`src/rtl/instr_mem_loadable_if.sv`:
```
// Load-port and fetch-handshake bundle between the CPU fetch stage (master)
// and the loadable instruction memory (slave).
interface instr_mem_loadable_if #(
    parameter int ROM_SIZE    = 256,
    parameter int INSTR_WIDTH = 9
);
    localparam int AW = $clog2(ROM_SIZE);

    logic                   load_en;
    logic [AW-1:0]          load_addr;
    logic [INSTR_WIDTH-1:0] load_data;
    logic                   load_done;
    logic                   load_active;
    logic                   load_err;
    logic [AW:0]            words_loaded;
    logic                   fetch_req;
    logic [AW:0]            fetch_addr;
    logic                   fetch_ready;
    logic                   instr_valid;
    logic [INSTR_WIDTH-1:0] instr_out;
    logic                   addr_err;

    modport master (
        output load_en, load_addr, load_data, load_done, fetch_req, fetch_addr,
        input  load_active, load_err, words_loaded, fetch_ready,
               instr_valid, instr_out, addr_err
    );

    modport slave (
        input  load_en, load_addr, load_data, load_done, fetch_req, fetch_addr,
        output load_active, load_err, words_loaded, fetch_ready,
               instr_valid, instr_out, addr_err
    );
endinterface

```
`src/rtl/instr_mem_loadable.sv`:
```
// Loadable instruction memory: program written in LOAD, then write-protected
// and read through a one-cycle registered fetch handshake in RUN.
module instr_mem_loadable #(
    parameter int                     ROM_SIZE    = 256,
    parameter int                     INSTR_WIDTH = 9,
    parameter logic [INSTR_WIDTH-1:0] HALT_INSTR  = 9'b111000000
) (
    input logic                 clk,
    input logic                 reset,
    instr_mem_loadable_if.slave bus
);
    localparam int          AW       = $clog2(ROM_SIZE);
    localparam logic [AW:0] WORD_ONE = {{AW{1'b0}}, 1'b1};

    typedef enum logic {LOAD = 1'b0, RUN = 1'b1} state_t;

    state_t                 state;
    logic [INSTR_WIDTH-1:0] mem [ROM_SIZE];
    logic [ROM_SIZE-1:0]    written;
    logic                   load_active;
    logic                   fetch_ready;
    logic                   load_err;
    logic [AW:0]            words_loaded;

    logic                   wr_p0;
    logic                   fetch_p0;
    logic                   in_range_p0;
    logic [AW-1:0]          rd_idx_p0;

    logic                   vld_p1;
    logic [INSTR_WIDTH-1:0] instr_p1;
    logic                   addr_err_p1;

    // Unwritten or out-of-range entries read as HALT so stale RAM never leaks out.
    function automatic logic [INSTR_WIDTH-1:0] select_instr(
        input logic                   in_range,
        input logic                   was_written,
        input logic [INSTR_WIDTH-1:0] word
    );
        return (in_range && was_written) ? word : HALT_INSTR;
    endfunction

    // Stage p0: request decode
    assign wr_p0       = bus.load_en && (state == LOAD);
    assign fetch_p0    = bus.fetch_req && (state == RUN);
    assign in_range_p0 = ~bus.fetch_addr[AW];
    assign rd_idx_p0   = bus.fetch_addr[AW-1:0];

    always_ff @(posedge clk) begin
        if (wr_p0) begin
            mem[bus.load_addr] <= bus.load_data;
        end
    end

    always_ff @(posedge clk or posedge reset) begin
        if (reset) begin
            state        <= LOAD;
            load_active  <= 1'b1;
            fetch_ready  <= 1'b0;
            load_err     <= 1'b0;
            words_loaded <= '0;
            written      <= '0;
            vld_p1       <= 1'b0;
            addr_err_p1  <= 1'b0;
            instr_p1     <= '0;
        end else begin
            if (state == LOAD) begin
                if (wr_p0) begin
                    written[bus.load_addr] <= 1'b1;
                    if (!written[bus.load_addr]) begin
                        words_loaded <= words_loaded + WORD_ONE;
                    end
                end
                if (bus.load_done) begin
                    state       <= RUN;
                    load_active <= 1'b0;
                    fetch_ready <= 1'b1;
                end
            end else if (bus.load_en) begin
                load_err <= 1'b1;
            end

            // Stage p1: registered fetch result
            vld_p1      <= fetch_p0;
            addr_err_p1 <= fetch_p0 && !in_range_p0;
            if (fetch_p0) begin
                instr_p1 <= select_instr(in_range_p0, written[rd_idx_p0], mem[rd_idx_p0]);
            end
        end
    end

    assign bus.load_active  = load_active;
    assign bus.fetch_ready  = fetch_ready;
    assign bus.load_err     = load_err;
    assign bus.words_loaded = words_loaded;
    assign bus.instr_valid  = vld_p1;
    assign bus.instr_out    = instr_p1;
    assign bus.addr_err     = addr_err_p1;
endmodule

```
`src/flat_wrapper.sv`:
```
// flat-port wrapper written by rule: the top's interface ports become plain ports
module instr_mem_loadable_flat 
#(
    parameter int                     ROM_SIZE    = 256,
    parameter int                     INSTR_WIDTH = 9,
    parameter logic [INSTR_WIDTH-1:0] HALT_INSTR  = 9'b111000000
)
  (clk, reset, bus_load_en, bus_load_addr, bus_load_data, bus_load_done, bus_fetch_req, bus_fetch_addr, bus_load_active, bus_load_err, bus_words_loaded, bus_fetch_ready, bus_instr_valid, bus_instr_out, bus_addr_err);
  instr_mem_loadable_if #(.ROM_SIZE(ROM_SIZE), .INSTR_WIDTH(INSTR_WIDTH)) bus_i ();
  input logic clk;
  input logic reset;
  input wire logic [$bits(bus_i.load_en)-1:0] bus_load_en;
  input wire logic [$bits(bus_i.load_addr)-1:0] bus_load_addr;
  input wire logic [$bits(bus_i.load_data)-1:0] bus_load_data;
  input wire logic [$bits(bus_i.load_done)-1:0] bus_load_done;
  input wire logic [$bits(bus_i.fetch_req)-1:0] bus_fetch_req;
  input wire logic [$bits(bus_i.fetch_addr)-1:0] bus_fetch_addr;
  output wire logic [$bits(bus_i.load_active)-1:0] bus_load_active;
  output wire logic [$bits(bus_i.load_err)-1:0] bus_load_err;
  output wire logic [$bits(bus_i.words_loaded)-1:0] bus_words_loaded;
  output wire logic [$bits(bus_i.fetch_ready)-1:0] bus_fetch_ready;
  output wire logic [$bits(bus_i.instr_valid)-1:0] bus_instr_valid;
  output wire logic [$bits(bus_i.instr_out)-1:0] bus_instr_out;
  output wire logic [$bits(bus_i.addr_err)-1:0] bus_addr_err;
  assign bus_i.load_en = bus_load_en;
  assign bus_i.load_addr = bus_load_addr;
  assign bus_i.load_data = bus_load_data;
  assign bus_i.load_done = bus_load_done;
  assign bus_i.fetch_req = bus_fetch_req;
  assign bus_i.fetch_addr = bus_fetch_addr;
  assign bus_load_active = bus_i.load_active;
  assign bus_load_err = bus_i.load_err;
  assign bus_words_loaded = bus_i.words_loaded;
  assign bus_fetch_ready = bus_i.fetch_ready;
  assign bus_instr_valid = bus_i.instr_valid;
  assign bus_instr_out = bus_i.instr_out;
  assign bus_addr_err = bus_i.addr_err;
  instr_mem_loadable #(.ROM_SIZE(ROM_SIZE), .INSTR_WIDTH(INSTR_WIDTH), .HALT_INSTR(HALT_INSTR)) u_core (.clk(clk), .reset(reset), .bus(bus_i));
endmodule
```
`config.mk`:
```
export PLATFORM = sky130hd
export DESIGN_NAME = instr_mem_loadable_flat
export DESIGN_NICKNAME = d
export VERILOG_FILES = /design/src/rtl/instr_mem_loadable_if.sv /design/src/rtl/instr_mem_loadable.sv /design/src/flat_wrapper.sv
export SDC_FILE = /design/constraint.sdc
export NUM_CORES = 2
export LEC_CHECK = 0
export ABC_AREA = 1
export CORE_MARGIN = 4
export CORE_UTILIZATION = 30
export CTS_BUF_LIST = sky130_fd_sc_hd__clkbuf_4
export CTS_CLUSTER_DIAMETER = 150
export CTS_CLUSTER_SIZE = 10
export DETAILED_ROUTE_END_ITERATION = 10
export HOLD_SLACK_MARGIN = 0.05
export PLACE_DENSITY = 0.53
export SYNTH_ARGS = -nofsm -noshare
export SYNTH_HDL_FRONTEND = slang
export SYNTH_SLANG_ARGS = --single-unit
```
`constraint.sdc`:
```
create_clock -name clk -period 23.8 [get_ports clk]
set_input_delay 7.14 -clock clk [delete_from_list [all_inputs] [get_ports clk]]
set_output_delay 7.14 -clock clk [all_outputs]
set_load 0.02 [all_outputs]
```
==> impl_metrics.csv <==
group,metric,value,unit
clocking,post_cts_resized,0,
critical_path,arrival,12.61,ns
route,drc,0,
route,drt_wl_total,339000,um
clocking,root_buffer,"clkbuf_4",
synthesis,netlist_instances,9539,
global_routing,track_usage,0.179,
die,fp.dieH,605,um
critical_path,r2r_setup_slack,19.55,ns
clocking,tritoncts,"done",
clocking,cts_hold_buffers,0,
place,gp_congestion,0.836,
critical_path,critPathMostFrequentCell,"nand3_1",
final_layout,drive_above_1_share,0.0851,
synthesis,synth_edf_count,2304,
synthesis,yosysSeqAreaShare,0.713,
sta,max_freq,87.9,MHz
worst_hold_path,hold_class,"reg -> reg",
clocking,clkTransAtPathRegs,0.12,ns
die,die_x,605,um
clocking,cts.sinks,2584,
global_routing,grt_max_degree,229,
critical_path,r2r_start,"u_core.state$_DFF_PP0_",
route,drt-initial-drc-count,8741,
place,portBuffers,53,
critical_path,endpoint,"u_core.bus.instr_out[2]$_DFFE_PP0P_",
sta,rsz0062_at_grt,"false",
sta,drv_slew,0,
run,cap_violations,0,
power_and_ir_drop,power_density,69.5,mW/mm2
synthesis,async_reset_ff_frac,0.108,
critical_path,startpoint_type,"input port",
synthesis,synth_flop_cell,"edfxtp_1",
sta,hold_viol,0,
global_routing,gr-total-overflow,0,
run_status,outcome,"complete, no violations",
critical_path,worstSetupStartpoint,"bus_fetch_addr[1]",
sta,worstMarginPinSlew,1.44,ns
critical_path,rr_worst_depth,5,
place,dp_hpwl,188000,um
final_layout,final_common_cell,"nand2_1",
synthesis,synthDistinctLibCells,38,
critical_path,cp_cell_sequence,"buf_8 > inv_8 > buf_12 > buf_12 > buf_4 > nand3_1 > nand3_1 > nand3_1 > nand3_1 > nand3_1 > nand3_1 > nand3_1 > nand3_1 > o21ai_0",
critical_path,cp_num_cells,14,
route,dr_total_vias,74000,
synthesis,ys_ff_latch,2584,
power_and_ir_drop,irDropWorstVdd,0.0404,mV
sta,fin_crit_sh,0.478,
sta,fin_tns_setup,0,ns
synthesis,yosysWarnings,0,
sta,slew_headroom,0.0368,
route,via_per_inst,5.17,
sta,layout_min_cycle_time,11.38,ns
global_routing,grt_pass1_wl,495000,um
power_and_ir_drop,power_leakage,41.3,nW
die,dieArea,0.366,mm2
critical_path,slowest_delay,0.73,ns
clocking,clk_latency,1.34,ns
final_layout,mostFrequentLayoutCells,"nand2_1, nand3_1, edfxtp_1, clkbuf_4, nor2_1",
clocking,max-clock-path-buffers,4,
route,drtAntennaViolNets,0,
global_routing,antenna_found_initial,24,
critical_path,slowest_stage,"inv_8",
die,ios,54,
global_routing,grt_pass1_vias,71200,
final_layout,fin_cells,14300,
die,initial_core_util,0.302,
die,core,0.354,mm2
clocking,postCtsSetupBuffers,0,
final_layout,nets,9402,
route,first_pass_iters,7,
place,dp.cells,13800,
critical_path,critPathTopFamily,"buffers and inverters",
sta,finalSetupViolations,0,
clocking,h-tree-depth,5,
critical_path,crit_required,25.03,ns
clocking,numCtsBuffers,300,
critical_path,r2r_end,"u_core.mem[96][2]$_DFFE_PP_",
critical_path,crit_fanout,154,
sta,skew,0.133,ns
critical_path,cp.buffers_inverters,5,
route,wl_per_cell,23.7,um
synthesis,avgSynthCellArea,11.2,um2
critical_path,end_kind,"register",
final_layout,area_growth,8.14,%
critical_path,critPathKind,"in -> reg",
synthesis,synthesis.area,0.107,mm2
synthesis,synth.net_count,9571,
die,rows,218,
## per-layer routing
metal  wire [um]  GRT usage
met1      144000      0.249
met2      154000      0.280
met3       28800     0.0354
met4       11500     0.0594
met5         111          0
## power breakdown
group / leakage [nW] / internal [mW] / switching [mW]
Sequential: 23.9 / 4.94 / 0.0101
Combinational: 15.2 / 0.141 / 0.476
Clock: 2.28 / 0.950 / 1.52
Total: 41.3 / 6.03 / 2.01
## sequential cells by signal (all words and copies together) (netlist names)
register                 cells
u_core.bus.instr_out         9
u_core.bus.instr_valid       1
u_core.state                 1
u_core.bus.load_active       1
u_core.written             256
u_core.bus.addr_err          1
u_core.mem                2304
u_core.bus.fetch_ready       1
u_core.bus.load_err          1
u_core.bus.words_loaded      9
## synth_stat cells (2+ instances only)
cell      instances  area (um2)
inv_2             5        18.8
buf_6             8        90.1
o211ai_1          5        37.5
nor2_2            2        12.5
a22oi_1           7        52.6
clkinv_1          3        11.3
nand2_1        2766       10400
o22ai_1          20         125
nor3_1            3        15.0
nor2_1          328        1230
inv_1           156         586
nand4_1           7        43.8
edfxtp_1       2304       69200
a21oi_1          24         120
o21bai_1          9        67.6
o21ai_1          39         195
o21ai_0         225        1130
clkbuf_1        264         991
nand2_2           5        31.3
nand2_4           3        33.8
buf_4             5        37.5
a21o_1            2        15.0
xor2_1            7        61.3
dfrtp_1         279        6980
nand3_1        2540       12700
or2_2           131         820
buf_2           249        1250
buf_1           133         499
## worst min path at each step
stage / start / to / slack [ns] / cells after the start
finish: u_core.bus.load_err$_DFFE_PP0P_ / u_core.bus.load_err$_DFFE_PP0P_ / 0.46 / 1
global route: u_core.bus.load_err$_DFFE_PP0P_ / u_core.bus.load_err$_DFFE_PP0P_ / 0.48 / 1
CTS: u_core.bus.load_err$_DFFE_PP0P_ / u_core.bus.load_err$_DFFE_PP0P_ / 0.47 / 1
detailed placement: u_core.bus.load_err$_DFFE_PP0P_ / u_core.bus.load_err$_DFFE_PP0P_ / 0.45 / 1
global placement: u_core.bus.fetch_ready$_DFFE_PP0P_ / u_core.bus.fetch_ready$_DFFE_PP0P_ / 0.44 / 1
floorplan: u_core.written[212]$_DFFE_PP0P_ / u_core.written[212]$_DFFE_PP0P_ / 0.43 / 2
## final cells by class
class	count	area, um2
clock buffer	467	3510
clock inverter	18	248
antenna	16	40.0
inverter	165	658
timing repair buffer	188	1740
fill	35500	238000
multi-input combinational	6131	27200
tap	4730	5920
sequential	2584	76200
## cells by family (layout without fill, tap and decap cells)
| family | Yosys count | in the layout | synth area share |
|---|---|---|---|
| and+or+nand+nor | 5789 | 5789 | 0.237 |
| adders and majority gates | 1 | 1 | 0.000117 |
| other | 0 | 16 | 0 |
| xor gates and xnor gates | 7 | 7 | 0.000574 |
| AOI/OAI and AO/OA | 334 | 334 | 0.0165 |
| DFF | 2584 | 2584 | 0.713 |
| buffers and inverters | 824 | 838 | 0.0326 |
## through the flow
| stage | setup WS, ns | area [um2] | power (mW) | util | hold WS (ns) |
|---|---|---|---|---|---|
| final | 12.42 | 116000 | 8.04 | 0.327 | 0.464 |
| after global routing | 12.34 | 116000 | 8.34 | 0.327 | 0.478 |
| after CTS | 12.47 | 115000 | 8.10 | 0.326 | 0.470 |
| after detailed placement | 11.01 | 112000 | 5.66 | 0.316 | 0.445 |
| after global placement | 11.10 | 112000 | 5.66 | 0.316 | 0.444 |
| after floorplan | 8.94 | 107000 | 5.38 | - | 0.433 |
No activity file was read; power rests on OpenSTA's default activity.
